`config.mk`:
```
export PLATFORM = sky130hd
export DESIGN_NAME = tdm_mux_4to1
export DESIGN_NICKNAME = d
export VERILOG_FILES = /design/src/rtl/tdm_mux_4to1.sv
export SDC_FILE = /design/constraint.sdc
export NUM_CORES = 1
export LEC_CHECK = 0
export BUFFER_PORTS_ARGS = -buffer_cell sky130_fd_sc_hd__buf_2
export CELL_PAD_IN_SITES_DETAIL_PLACEMENT = 1
export CELL_PAD_IN_SITES_GLOBAL_PLACEMENT = 2
export CORE_UTILIZATION = 28
export CTS_CLUSTER_DIAMETER = 200
export DETAILED_ROUTE_END_ITERATION = 8
export PLACE_DENSITY = 0.76
export SLEW_MARGIN = 20
export SYNTH_ARGS = -nofsm -noshare
export SYNTH_HDL_FRONTEND = slang
export SYNTH_SLANG_ARGS = --single-unit
```
`constraint.sdc`:
```
create_clock -name clk -period 2.7 [get_ports clk]
set_input_delay 0.27 -clock clk [delete_from_list [all_inputs] [get_ports clk]]
set_output_delay 0.27 -clock clk [all_outputs]
set_load 0.005 [all_outputs]
```
`src/rtl/tdm_mux_4to1.sv`:
```
`default_nettype none
// ============================================================================
// Module   : tdm_mux_4to1
// Purpose  : Four-channel time-division multiplexer. Each channel offers
//            beats over a valid/ready handshake; a round-robin arbiter with
//            burst locking picks one channel per cycle and forwards its beat
//            into a single registered output stage. Every output beat carries
//            a 2-bit select code {A,B} so the far-end 1x4 demux can route it
//            back to output Dn.
// Ports    : clk        rising-edge clock
//            rst        asynchronous active-high reset
//            in_valid   [3:0]        per-channel beat present
//            in_data    [4*WIDTH-1:0] channel n beat at [n*WIDTH +: WIDTH]
//            in_ready   [3:0]        per-channel beat accepted this cycle
//            out_valid  output register holds a beat
//            out_data   [WIDTH-1:0]  beat payload
//            out_sel    [1:0]        source channel code {A,B}
//            out_ready  downstream accepts the held beat this cycle
// Params   : WIDTH  data bits per beat
//            BURST  max consecutive beats granted to one channel (1..16)
// Revision : 1.0 - initial release
// ============================================================================
module tdm_mux_4to1 #(
  parameter int WIDTH = 8,
  parameter int BURST = 4
) (
  input  logic               clk,
  input  logic               rst,
  input  logic [3:0]         in_valid,
  input  logic [4*WIDTH-1:0] in_data,
  output logic [3:0]         in_ready,
  output logic               out_valid,
  output logic [WIDTH-1:0]   out_data,
  output logic [1:0]         out_sel,
  input  logic               out_ready
);

  typedef enum logic [0:0] {
    IDLE = 1'b0,
    LOCK = 1'b1
  } state_t;

  localparam logic [4:0] BURST_CNT = 5'(BURST);

  // --------------------------------------------------------------------------
  // State and output registers
  // --------------------------------------------------------------------------
  state_t             state_q,     state_d;
  logic [1:0]         last_q,      last_d;
  logic [4:0]         cnt_q,       cnt_d;
  logic               out_valid_q, out_valid_d;
  logic [WIDTH-1:0]   out_data_q,  out_data_d;
  logic [1:0]         out_sel_q,   out_sel_d;

  // --------------------------------------------------------------------------
  // Combinational arbitration signals
  // --------------------------------------------------------------------------
  logic               load;
  logic               found;
  logic [1:0]         chosen;
  logic               xfer;
  logic [2:0]         rr_result;
  logic [WIDTH-1:0]   sel_data;

  // Round-robin search starting one past the previous owner. The loop walks
  // offsets from farthest to nearest so the nearest requester wins; offset 4
  // wraps to the previous owner itself, which therefore has lowest priority.
  function automatic logic [2:0] rr_pick(input logic [3:0] req,
                                         input logic [1:0] prev);
    logic [2:0] res;
    logic [1:0] idx;
    res = 3'b000;
    idx = 2'd0;
    for (int i = 4; i >= 1; i--) begin
      idx = prev + 2'(i);
      if (req[idx]) begin
        res = {1'b1, idx};
      end
    end
    return res;
  endfunction

  // The output stage may take a new beat when empty or being drained.
  assign load = ~out_valid_q | out_ready;

  always_comb begin
    rr_result = rr_pick(in_valid, last_q);
    chosen    = 2'd0;
    found     = 1'b0;
    if (state_q == LOCK) begin
      // Burst owner keeps the link only while it keeps offering beats.
      chosen = last_q;
      found  = in_valid[last_q];
    end else begin
      chosen = rr_result[1:0];
      found  = rr_result[2];
    end
  end

  // rst is included so no channel sees a handshake while the block is
  // held in reset (the cleared output stage would otherwise look loadable).
  assign xfer     = load & found & ~rst;
  assign sel_data = in_data[chosen*WIDTH +: WIDTH];

  generate
    for (genvar n = 0; n < 4; n++) begin : g_ready
      assign in_ready[n] = xfer & (chosen == 2'(n));
    end
  endgenerate

  // --------------------------------------------------------------------------
  // Next-state and output-register logic
  // --------------------------------------------------------------------------
  always_comb begin
    state_d     = state_q;
    last_d      = last_q;
    cnt_d       = cnt_q;
    out_valid_d = out_valid_q;
    out_data_d  = out_data_q;
    out_sel_d   = out_sel_q;

    if (load) begin
      if (xfer) begin
        out_valid_d = 1'b1;
        out_data_d  = sel_data;
        out_sel_d   = chosen;
      end else begin
        // Held beat (if any) is consumed and nothing replaces it.
        out_valid_d = 1'b0;
      end

      unique case (state_q)
        IDLE: begin
          if (xfer) begin
            last_d  = chosen;
            cnt_d   = 5'd1;
            state_d = (BURST > 1) ? LOCK : IDLE;
          end
        end
        LOCK: begin
          if (xfer) begin
            cnt_d = cnt_q + 5'd1;
            if ((cnt_q + 5'd1) == BURST_CNT) begin
              state_d = IDLE;
            end
          end else begin
            // Owner went quiet: release the lock. This costs one bubble
            // and arbitration resumes one past the owner next cycle.
            cnt_d   = 5'd0;
            state_d = IDLE;
          end
        end
        default: begin
          state_d = IDLE;
        end
      endcase
    end
  end

  always_ff @(posedge clk or posedge rst) begin
    if (rst) begin
      state_q     <= IDLE;
      last_q      <= 2'd3;  // so the first search after reset starts at ch0
      cnt_q       <= 5'd0;
      out_valid_q <= 1'b0;
      out_data_q  <= '0;
      out_sel_q   <= 2'd0;
    end else begin
      state_q     <= state_d;
      last_q      <= last_d;
      cnt_q       <= cnt_d;
      out_valid_q <= out_valid_d;
      out_data_q  <= out_data_d;
      out_sel_q   <= out_sel_d;
    end
  end

  assign out_valid = out_valid_q;
  assign out_data  = out_data_q;
  assign out_sel   = out_sel_q;

endmodule
`default_nettype wire

```
-- Yosys cells after proc, flatten, opt, wreduce, memory -nomap -nowiden
Index checks and enable logic that the tools add are counted.
- bits in latches: 0
- output and inout port bits: 15
- logic and storage cells: 55
- flip-flop bits (word level): 19
- memories: 0
- memory bits (read-only): 0
- input bits: 39
- RAM bits: 0
- mux-type cells: 21
- reduce and logical (&&, ||, !) cells: 4
- shift-type cells: 1
- multipliers: 0
- $lt $le $gt $ge: 4
- div/mod/pow operators: 0
- $add $sub $neg: 4
- bitwise gates (word level): 10
- equal/unequal tests: 5
- operator list (kind ; count):
    $shiftx A32 B6 Y8 ; 1
    $lt A2 B3 Y1 const B ; 4
    $mux W3 ; 4
    $mux W5 ; 2
    $pmux W5 S2 ; 1
    $bmux W1 S2 ; 4
    $mux W1 ; 8
    $and A1 B1 Y1 ; 6
    $add A5 B1 Y5 const B ; 1
    $eq A5 B3 Y1 const B ; 1
    $add A2 B2 Y2 const B ; 2
    $eq A2 B2 Y1 const B ; 2
    $reduce_and A2 Y1 ; 2
    $not A1 Y1 ; 3
    $reduce_and A3 Y1 ; 1
    $add A2 B1 Y2 const B ; 1
    $eq A2 B1 Y1 const B ; 1
    $logic_not A2 Y1 ; 1
    $mux W2 ; 1
    $ne A2 B2 Y1 const B ; 1
    $pmux W1 S2 ; 1
    $or A1 B1 Y1 ; 1

-- Depth between registers and ports, before layout
Gate-level depths: netlist of run 1.
- depth after elaboration: 11
- mapped depth: 7
- mapped depth without buffers: 5

-- Worst setup path before layout of run 1
Ideal clock, no wire load.
- path kind: register -> output
- start: register last_q[0]
- end: output in_ready[0]
- path buffers: 1
- cell stages (with the launch flop): 6
- arrival: 1677 ps
- data required time: 2430 ps
- setup slack: 753 ps
- cell sequence: dfstp_2 -> mux4_1 -> o211a_4 -> nand2_4 -> buf_2 -> nor3_1
- cells in the longest elaborated chain, start to end: 10
- elaborated cells on any way between the ends: 21
- classes of those cells: add/sub: 3; mux: 14; bitwise: 3; reduce/logical: 1
- ends and longest elaborated chain (what ; line ; RTL):
    from (decl) ; 49 ; logic [1:0] last_q, last_d;
    from (signal assigned) ; 170 ; last_q <= last_d;
    $add A2 B2 Y2 / $bmux W1 S2 (equally long branches) ; 75, 76, 93 ;
    $bmux W1 S2 / $mux W1 (equally long branches) ; 76, 93 ;
    $mux W1 (not written as such) / $mux W3 (equally long branches) ; 76 ; if (req[idx]) begin
    $mux W3 (3 in series) ; 76 ;
    $mux W1 ; 90 ; if (state_q == LOCK) begin
    $and A1 B1 Y1 (2 in series) ; 102 ; assign xfer = load & found & ~rst;
    $and A1 B1 Y1 (*) ; 107 ; assign in_ready[n] = xfer & (chosen == 2'(n));
    to (decl) ; 31 ; output logic [3:0] in_ready,
Mark *: on every way between the ends. The rest lies on a longest branch, timed or not. The select of a mux whose other input is x is not followed.

-- Final worst setup path of run 1
- start: register last_q[0]
- end: output in_ready[2]
The elaborated chain is that of the path after synthesis.

==> run metrics, run 1 <==
core footprint=4786 µm²; sequential element share of the synthesized area=between 30% and 40%; via count of the first global-routing pass=1403; category of the most critical setup path=flop to output pin; static power due to leakage=0.8655 nW; CTS H-Tree Depth=1; Synth Flop Type=dfrtp_1; largest vdd supply drop=0.0004355 V; Total Die Area=5333 µm²; ratio of routed vias to standard cells=5.069; Synth Warn #=0; Die W=73.03 µm; Die Height=approximately 73 µm; number of instances in the synthesized netlist=between 100 and 150; type of origin of the critical path=flop; Post-Route Skew=between 0.003 and 0.004 ns; Skew-Pair Late Insertion Delay=0.26 ns; peak clock frequency supported by timing=394.1 MHz; buffer type at the clock tree root=clkbuf_8; minimum clock period=about 2.5 ns; clk buf depth=2; TritonCTS Buffers=3; Worst setup EP type=output pin; average detailed-routed wire length per instance=16.20 µm; synth unique cells=54; ys async rst share=100.0%; accumulated negative setup slack=0 ns; ANT cells=0; Worst Max-Slew Pin Slew=0.5620 ns; CTS sink cnt=19; total power=1.638 mW; area share of the largest cell type after synthesis=30.12%; initial antenna violation count=0; vias after detailed routing=1389; number of port buffers=53; maximum fanout along the worst path=6; commonest non-fill, non-tap cell in the layout=buf_2; Area Growth Syn to Fin=29.67%; TritonCTS clock tree=yes; kind of path behind the tightest hold check=primary input to async pin; initial standard-cell utilization of the core=29.52%; DRT Pass-1 Iters=4; biggest area consumer among synthesized cells=dfrtp_1; Top Ports=54; Final ANT Viol Nets=0; final global-route overflow total=0; endpoints failing setup=0; last weighted congestion value of the routability-driven placer=0.8318; Placement Rows=25; unrepaired setup endpoints after global routing=no; DR iter-0 viols=74; remaining max-slew budget at the tightest pin=62.31%; power per unit of standard cell area=894.4 nW/µm²; all-layer global routing usage=~17%; run status=completed; post-route DRC violation count=0; routed wire length=4439 µm; HPWL reported at the end of detailed placement=3432 µm; share of layout cells above drive strength 1=39.61%; arrival time of data at the critical path endpoint=2.27 ns; Max Cap Viol=0; Total Nets Final=249; number of nets produced by synthesis=about 190; WP data required=between 2 and 2.5 ns; average instance area after synthesis=9.545 µm²; Final Hold Violating Endpoints=0; largest net degree at the start of global routing=20; Netlist Area Pre-Place=around 1400 µm²; top library cells by usage in the layout, fill and taps aside=buf_2 (53), nand2_1 (19), dfrtp_1 (17), mux2i_1 (14), nor2_1 (10); count of flip-flops with a built-in enable after synthesis=0; wire length of the first global-routing pass=between 7000 and 8000 µm; total of flip-flops plus latches after synthesis=19; pins over their slew limit=0; crit share post-route=between 90 and 100%; clk slew on worst S/H paths=0.08 ns; cell types occupying the most area after synthesis=dfrtp_1 (30%), mux2i_1 (9.9%), nand2_1 (5.0%)
[repair_timing]
item                       in CTS  in global routing
pin swaps                       1                  0
setup endpoints to repair       2                  3
buffers inserted                2                  4
hold buffers                    0                  0
gates resized for setup         0                  1
[cells in the mapped netlist (2+ instances only)]
| cell | instances |
|---|---|
| xnor2_1 | 2 |
| dfstp_2 | 2 |
| mux2_4 | 2 |
| nor2_1 | 10 |
| a22o_1 | 2 |
| nand2b_1 | 3 |
| or2_2 | 2 |
| inv_1 | 5 |
| a31oi_1 | 2 |
| o221ai_1 | 7 |
| mux2i_1 | 14 |
| nand2_1 | 19 |
| or4_1 | 2 |
| nor3_1 | 4 |
| buf_2 | 3 |
| dfrtp_1 | 17 |
| nand3_1 | 3 |
| ha_1 | 2 |
| nor2b_1 | 2 |
| o21ai_1 | 2 |
| o31ai_1 | 2 |
| o21ai_0 | 5 |
| a21oi_1 | 5 |
[final cells by class]
| cell class | count | area [µm²] |
|---|---|---|
| clock inverters | 1 | 7.507 |
| clock buffers | 3 | 41.29 |
| multi-input cells | 118 | 877.1 |
| inverters | 5 | 18.77 |
| repair buffers | 61 | 325.3 |
| well taps | 67 | 83.83 |
| flip-flops and latches | 19 | 478.0 |
| fillers | 579 | 2954 |
[critical path, stage by stage (launching register included)]
cell	delay, ns
dfstp_2	0.59
mux4_1	0.62
o211a_4	0.29
and2_4	0.20
nand2_1	0.12
nor2_1	0.06
buf_2	0.12
[metal layers]
| layer | global-route usage, % | vias up | part of all wire, % |
|---|---|---|---|
| li1 | - | 677 | - |
| met1 | 22.72 | 690 | 43 |
| met2 | 29.53 | 18 | 54 |
| met3 | 3.177 | 4 | 3.0 |
| met4 | 4.357 | 0 | 0.81 |
| met5 | 0 | - | 0 |
[logic make-up (layout without fill, tap and decap cells)]
logic type | count (synthesis) | in the layout | share of synthesized area [%]
fa+ha+maj | 2 | 2 | 1.771
mux | 17 | 17 | 13.91
flops | 19 | 19 | 33.84
buf+inv | 11 | 70 | 4.516
xor+xnor | 2 | 2 | 1.240
simple gates | 57 | 57 | 22.50
compound gates | 40 | 40 | 22.23
[path summary, 6_finish.rpt]
check                                       start                       to  slack, ns  cells after the start
setup / recovery            last_q[0]$_DFFE_PP1P_              in_ready[2]       0.16                      6
hold / removal                                rst  out_data[2]$_DFFE_PP0P_       0.11                      3
setup reg to reg            last_q[0]$_DFFE_PP1P_  out_data[7]$_DFFE_PP0P_       0.55                      8
hold reg to reg            out_sel[1]$_DFFE_PP0P_   out_sel[1]$_DFFE_PP0P_       0.50                      2
max in group asynchronous                     rst    last_q[1]$_DFFE_PP1P_       2.32                      3
min in group clk                       in_data[2]  out_data[2]$_DFFE_PP0P_       0.33                      3
[power breakdown]
| group | switching, mW | internal, mW | total [mW] | leakage (nW) |
|---|---|---|---|---|
| combinational | 0.479 | 0.436 | 0.915 | 0.609 |
| clock | 0.109 | 0.104 | 0.214 | 0.0217 |
| sequential | 0.104 | 0.405 | 0.509 | 0.235 |
[per-stage QoR]
stage          setup WS [ns]  hold WS (ns)  utilization [%]  instance area [µm²]  instances
2_1_floorplan         0.7527        0.2358                -                 1413        148
3_3_place_gp          0.3353        0.4080            36.18                 1732        264
3_5_place_dp          0.1961        0.4147            36.18                 1732        264
4_1_cts              0.08024        0.1173            37.52                 1795        270
5_1_grt              0.05942        0.1509            38.27                 1832        274
6_report              0.1627        0.1111            38.27                 1832        274
[flip-flops by register name, summed over array words and instances, names as in the netlist]
register and count:
out_data 8, cnt_q 5, last_q 2, out_sel 2
out_valid 1, state_q 1
Note: power is estimated with default switching activity, not from simulation.
==> run 2, diff against run 1 <==
--- a/config.mk
+++ b/config.mk
@@ -8,6 +8,7 @@
 export BUFFER_PORTS_ARGS = -buffer_cell sky130_fd_sc_hd__buf_2
 export CELL_PAD_IN_SITES_DETAIL_PLACEMENT = 1
 export CELL_PAD_IN_SITES_GLOBAL_PLACEMENT = 2
+export CORE_MARGIN = 2
 export CORE_UTILIZATION = 28
 export CTS_CLUSTER_DIAMETER = 200
 export DETAILED_ROUTE_END_ITERATION = 8
==> constraint.sdc (replaced) <==
create_clock -name clk -period 2.7 [get_ports clk]
set_input_delay 0.81 -clock clk [delete_from_list [all_inputs] [get_ports clk]]
set_output_delay 0.81 -clock clk [all_outputs]
set_load 0.005 [all_outputs]
==> run metrics, run 2 (synthesized netlist as in run 1, its figures left out) <==
minimum clock period=2.852 ns (+0.3150 ns); Cell Chain, Critical Path=buf_8 -> mux4_2 -> o211a_4 -> and2_4 -> nand2_4 -> nor2_2 -> buf_2; commonest non-fill, non-tap cell in the layout=buf_2; ratio of routed vias to standard cells=5.070 (about the same); count of buffering cells on the critical path with inverters included=2 (+1); Worst Max-Slew Pin Slew=0.4492 ns (-0.1128 ns); remaining max-slew budget at the tightest pin=69.99% (+7.7 points); setup ws final=-0.1523 ns (-0.3150 ns); failing checks=negative setup slack; Final Hold Violating Endpoints=0 (unchanged); crit share post-route=105.6% (+12 points); worst hold-check slack=0.4919 ns (+0.3808 ns); pins over their slew limit=0 (unchanged); Flop pwr share=26.2% (-4.9 points); sequential cell area in the final layout=479.2 µm² (+0.26%); Top Ports=54 (unchanged); type of origin of the critical path=primary input; flip-flop count of the largest register, all copies and words added=8 (unchanged); TritonCTS Buffers=3 (unchanged); clk buf depth=2 (unchanged); wire length of the first global-routing pass=7693 µm (+8.0%); buffer type at the clock tree root=clkbuf_8; Die W=75.03 µm (+2.7%); Placement Rows=25 (unchanged); reported net switching power=0.8224 mW (+19%); Max Cap Viol=0 (unchanged); Skew-Pair Late Insertion Delay=0.25 ns (about the same); combinational cell fraction of total power=63.5% (+7.6 points); run status=finished with violations; static power due to leakage=1.044 nW (+21%); Total Nets Final=276 (+11%); category of the most critical setup path=primary input to output pin; Total Die Area=5630 µm² (+5.6%); fraction of power spent switching nets=42.20% (-0.084 points); relative contribution of the clock network to total power=10.3% (-2.8 points); average detailed-routed wire length per instance=17.06 µm (+5.3%); number of filler instances in the final layout=570 (-1.6%); number of port buffers=53 (unchanged); peak clock frequency supported by timing=350.6 MHz (-11%); arrival time of data at the critical path endpoint=2.04 ns (-0.23 ns); Critical Path Slowest Stage Cell=mux4_2; maximum fanout along the worst path=5 (-1); CTS H-Tree Depth=1 (unchanged); launching instance or port of the critical path=in_valid[3]; HPWL reported at the end of detailed placement=3796 µm (+11%); post-route DRC violation count=0 (unchanged); core footprint=4786 µm² (unchanged); TritonCTS clock tree=yes; area of the multi-input gates=1027 µm² (+17%); CTS sink cnt=19 (unchanged); share of layout cells above drive strength 1=56.41% (+17 points); DR iter-0 viols=54 (-27%); vias after detailed routing=1526 (+9.9%); maximum cell stage delay along the critical path=0.46 ns (-0.16 ns); clk slew on worst S/H paths=0.08 ns (about the same); last weighted congestion value of the routability-driven placer=0.7267 (-13%); Die Height=75.03 µm (+2.7%); Crit Reg-Reg Startpoint=last_q[0]$_DFFE_PP1P_; Area Growth Syn to Fin=58.37%; Post-Route Skew=0.004314 ns (+0.0005939 ns); initial antenna violation count=0 (unchanged); Internal Pwr Total=1.126 mW (+19%); ANT cells=0 (unchanged); fraction of the core area covered by cells at the end of the flow=46.75% (+8.5 points); power per unit of standard cell area=871.1 nW/µm² (-2.6%); kind of path behind the tightest hold check=flop to flop; initial standard-cell utilization of the core=29.52% (unchanged); routed wire length=5134 µm (+16%); WP data required=1.89 ns (-0.54 ns); hold path startpoint=out_data[5]$_DFFE_PP0P_; final global-route overflow total=0 (unchanged); endpoints failing setup=4 (+4); largest net degree at the start of global routing=20 (unchanged); Top delay family on crit path=multiplexers; Worst setup EP type=output pin; Final ANT Viol Nets=0 (unchanged); via count of the first global-routing pass=1635 (+17%); all-layer global routing usage=17.86% (+0.45 points); DRT Pass-1 Iters=4 (unchanged); unrepaired setup endpoints after global routing=yes; top library cells by usage in the layout, fill and taps aside=buf_2 (49), buf_4 (33), nand2_1 (17), dfrtp_1 (16), mux2i_1 (14); largest vdd supply drop=0.0003043 V (-30%)
[run 2: repair_timing]
action                     CTS  global route
hold buffers                 0             0
setup endpoints to repair    4             4
resized for setup           25            13
hold endpoints to repair     0             0
pin swaps                    8             9
setup buffers                7             6
[run 2: final cells by class]
cell class	instances	area share, %
well taps	67	3.747
repair buffers	88	25.73
clock inverters	1	0.3356
multi-input cells	118	45.92
inverters	5	1.007
flip-flops and latches	19	21.42
clock buffers	3	1.846
[run 2: path summary, 6_finish.rpt]
path | endpoint | slack, ns | depth (start not counted)
setup reg to reg | last_q[0]$_DFFE_PP1P_ | 0.48 | 8
setup / recovery | in_ready[3] | -0.15 | 7
min in group asynchronous | cnt_q[0]$_DFFE_PP0P_ | 0.64 | 3
max in group asynchronous | last_q[0]$_DFFE_PP1P_ | 1.79 | 3
hold / removal | out_data[5]$_DFFE_PP0P_ | 0.49 | 2
hold reg to reg | out_data[5]$_DFFE_PP0P_ | 0.49 | 2
[run 2: through the flow]
stage / instance area [µm²] / worst slack (ns) / power (mW) / instances / setup TNS, ns
2_1_floorplan: 1458 / -0.06544 / 1.154 / 148 / -0.1838
3_3_place_gp: 1924 / -0.1956 / 1.489 / 285 / -0.6475
3_5_place_dp: 1924 / -0.2122 / 1.529 / 285 / -0.8196
4_1_cts: 2126 / -0.1479 / 1.837 / 295 / -0.3977
5_1_grt: 2237 / -0.1799 / 2.080 / 301 / -0.5866
6_report: 2237 / -0.1523 / 1.949 / 301 / -0.4086
[run 2: power groups by stage]
stage / Clock [mW] / Combinational [mW] / Sequential (mW)
2_1_floorplan: 0 / 0.671 / 0.483
3_3_place_gp: 0 / 0.970 / 0.519
3_5_place_dp: 0 / 1.00 / 0.528
4_1_cts: 0.207 / 1.11 / 0.516
5_1_grt: 0.222 / 1.33 / 0.525
6_report: 0.201 / 1.24 / 0.510
[run 2: worst register-to-register path: stages (launching register included)]
cell     delay, ns
dfstp_2       0.56
mux4_2        0.50
o211a_4       0.27
nand2_4       0.09
buf_4         0.13
buf_4         0.10
buf_4         0.15
nor2_2        0.06
mux2_4        0.30
[run 2: metal layers]
| layer | global-route usage [%] | share of wire, % | vias to the layer above | wire [µm] |
|---|---|---|---|---|
| met4 | 2.778 | 0.66 | 0 | 34 |
| met5 | 0 | 0 | - | 0 |
| li1 | - | - | 727 | - |
| met2 | 35.09 | 58 | 17 | 2964 |
| met3 | 3.079 | 2.4 | 4 | 121 |
| met1 | 20.25 | 39 | 778 | 2014 |
==> run 3, diff against run 2 <==
--- a/config.mk
+++ b/config.mk
@@ -6,13 +6,11 @@
 export NUM_CORES = 1
 export LEC_CHECK = 0
 export BUFFER_PORTS_ARGS = -buffer_cell sky130_fd_sc_hd__buf_2
-export CELL_PAD_IN_SITES_DETAIL_PLACEMENT = 1
-export CELL_PAD_IN_SITES_GLOBAL_PLACEMENT = 2
 export CORE_MARGIN = 2
-export CORE_UTILIZATION = 28
+export CORE_UTILIZATION = 33
 export CTS_CLUSTER_DIAMETER = 200
 export DETAILED_ROUTE_END_ITERATION = 8
-export PLACE_DENSITY = 0.76
+export PLACE_DENSITY = 0.55
 export SLEW_MARGIN = 20
 export SYNTH_ARGS = -nofsm -noshare
 export SYNTH_HDL_FRONTEND = slang
==> run metrics, run 3 (synthesized netlist as in run 1, its figures left out) <==
average detailed-routed wire length per instance=14.99 µm (-12%); unrepaired setup endpoints after global routing=yes; Worst setup EP type=output pin; pre-CTS setup slack=-0.1969 ns (+0.01536 ns); Final Hold Violating Endpoints=0 (unchanged); Area Growth Syn to Fin=48.01%; CTS H-Tree Depth=1 (unchanged); DRT Pass-1 Iters=4 (unchanged); top library cells by usage in the layout, fill and taps aside=buf_2 (49), buf_4 (25), nand2_1 (17), dfrtp_1 (17), mux2i_1 (14); crit share post-route=105.3% (-0.36 points); buffer type at the clock tree root=clkbuf_8; peak clock frequency supported by timing=351.8 MHz (+0.34%); arrival time of data at the critical path endpoint=2.03 ns (about the same); total instance count after detailed placement=269 (-5.6%); Die W=69.43 µm (-7.5%); wire length of the first global-routing pass=7120 µm (-7.4%); initial antenna violation count=0 (unchanged); ratio of routed vias to standard cells=5.329 (+5.1%); Cell Chain, Critical Path=buf_8 -> mux4_2 -> o211a_4 -> and2_4 -> nand2_4 -> nor2_2 -> buf_2; HPWL reported at the end of detailed placement=3263 µm (-14%); static power due to leakage=0.9881 nW (-5.3%); Final ANT Viol Nets=0 (unchanged); last weighted congestion value of the routability-driven placer=0.8621 (+19%); type of origin of the critical path=primary input; Top Ports=54 (unchanged); maximum fanout along the worst path=6 (+1); share of layout cells above drive strength 1=51.54% (-4.9 points); all-layer global routing usage=17.93% (+0.074 points); maximum cell stage delay along the critical path=0.47 ns (about the same); CTS sink cnt=19 (unchanged); ANT cells=0 (unchanged); kind of path behind the tightest hold check=flop to flop; fraction of the core area covered by cells at the end of the flow=51.53% (+4.8 points); vias after detailed routing=1476 (-3.3%); remaining max-slew budget at the tightest pin=68.94% (-1.0 points); final global-route overflow total=0 (unchanged); TritonCTS clock tree=yes; Total Nets Final=269 (-2.5%); clk buf depth=2 (unchanged); clk slew on worst S/H paths=0.08 ns (about the same); WP data required=1.89 ns (about the same); Max Cap Viol=0 (unchanged); Placement Rows=23 (-8.0%); power per unit of standard cell area=874.1 nW/µm² (+0.34%); largest vdd supply drop=0.0003759 V (+24%); via count of the first global-routing pass=1468 (-10%); pins over their slew limit=0 (unchanged); failing checks=negative setup slack; Post-Route Skew=0.007086 ns (+0.002772 ns); flip-flop count of the largest register, all copies and words added=8 (unchanged); initial standard-cell utilization of the core=34.81% (+5.3 points); TritonCTS Buffers=3 (unchanged); commonest non-fill, non-tap cell in the layout=buf_2; routed wire length=4153 µm (-19%); non-filler cells, final=277 (-8.0%); endpoints failing setup=4 (unchanged); largest net degree at the start of global routing=20 (unchanged); Total Die Area=4820 µm² (-14%); post-route DRC violation count=0 (unchanged); Top delay family on crit path=multiplexers; run status=finished with violations; number of port buffers=53 (unchanged); category of the most critical setup path=primary input to output pin; count of buffering cells on the critical path with inverters included=2 (unchanged); core footprint=4058 µm² (-15%); Die Height=69.43 µm (-7.5%); minimum clock period=2.843 ns (-0.009691 ns); setup ws final=-0.1426 ns (+0.009691 ns); DR iter-0 viols=69 (+28%); Skew-Pair Late Insertion Delay=0.26 ns (about the same); Critical Path Slowest Stage Cell=mux4_2; Worst Max-Slew Pin Slew=0.4649 ns (+0.01568 ns)
==> run 3: cell count changes in the layout (fill, tap and decap cells not counted), sizes merged <==
cell	before	now
buf	88	81
==> run 3: per-stage QoR <==
stage / hold WS [ns] / TNS, ns / instance area [µm²] / total power [mW]
finish: 0.4822 / -0.3625 / 2091 / 1.828
global route: 0.5181 / -0.6042 / 2091 / 1.979
floorplan: 0.4678 / -0.1838 / 1458 / 1.154
CTS: 0.4859 / -0.5404 / 2043 / 1.784
global placement: 0.4650 / -0.6039 / 1911 / 1.487
detailed placement: 0.4588 / -0.6836 / 1911 / 1.518
==> run 3: final cells by class <==
class | instances | area (µm²)
fill | 387 | 1967
multi-input combinational | 118 | 959.7
timing repair buffer | 81 | 519.2
sequential | 19 | 478.0
tap | 50 | 62.56
clock buffer | 3 | 41.29
inverter | 5 | 22.52
clock inverter | 1 | 7.507
==> run 3: tightest hold or removal path: stages (launching register included) <==
cell,delay [ns]
dfrtp_1,0.35
nand2_1,0.05
nand2_1,0.06
==> run 3: final timing paths <==
| kind | startpoint | to | slack (ns) | depth (start not counted) |
|---|---|---|---|---|
| min in group asynchronous | rst | cnt_q[3]$_DFFE_PP0P_ | 0.64 | 3 |
| worst max register to register | last_q[0]$_DFFE_PP1P_ | out_data[7]$_DFFE_PP0P_ | 0.43 | 8 |
| worst min register to register | out_sel[0]$_DFFE_PP0P_ | out_sel[0]$_DFFE_PP0P_ | 0.48 | 2 |
| worst min-delay path | out_sel[0]$_DFFE_PP0P_ | out_sel[0]$_DFFE_PP0P_ | 0.48 | 2 |
| worst max-delay path | in_valid[3] | in_ready[3] | -0.14 | 7 |
| max in group asynchronous | rst | last_q[0]$_DFFE_PP1P_ | 1.79 | 3 |
==> run 3: where the power goes <==
group / switching (mW) / internal, mW
Sequential: 0.0975 / 0.405
Combinational: 0.555 / 0.567
Clock: 0.0994 / 0.104
Total: 0.751 / 1.08
==> run 3: timing repair <==
| item | 4_1_cts | 5_1_grt |
|---|---|---|
| endpoints found under the hold margin | 0 | 0 |
| buffers inserted | 2 | 3 |
| pin swaps | 6 | 4 |
| gates resized for setup | 17 | 7 |
| setup endpoints to repair | 4 | 4 |
| hold buffers | 0 | 0 |
==> run 3: per-layer routing <==
metal	vias up	GRT usage (%)	routed length, µm
met2	36	30.34	2185
met4	0	3.050	13
met1	722	24.07	1766
met5	-	0	0
li1	716	-	-
met3	2	3.488	187
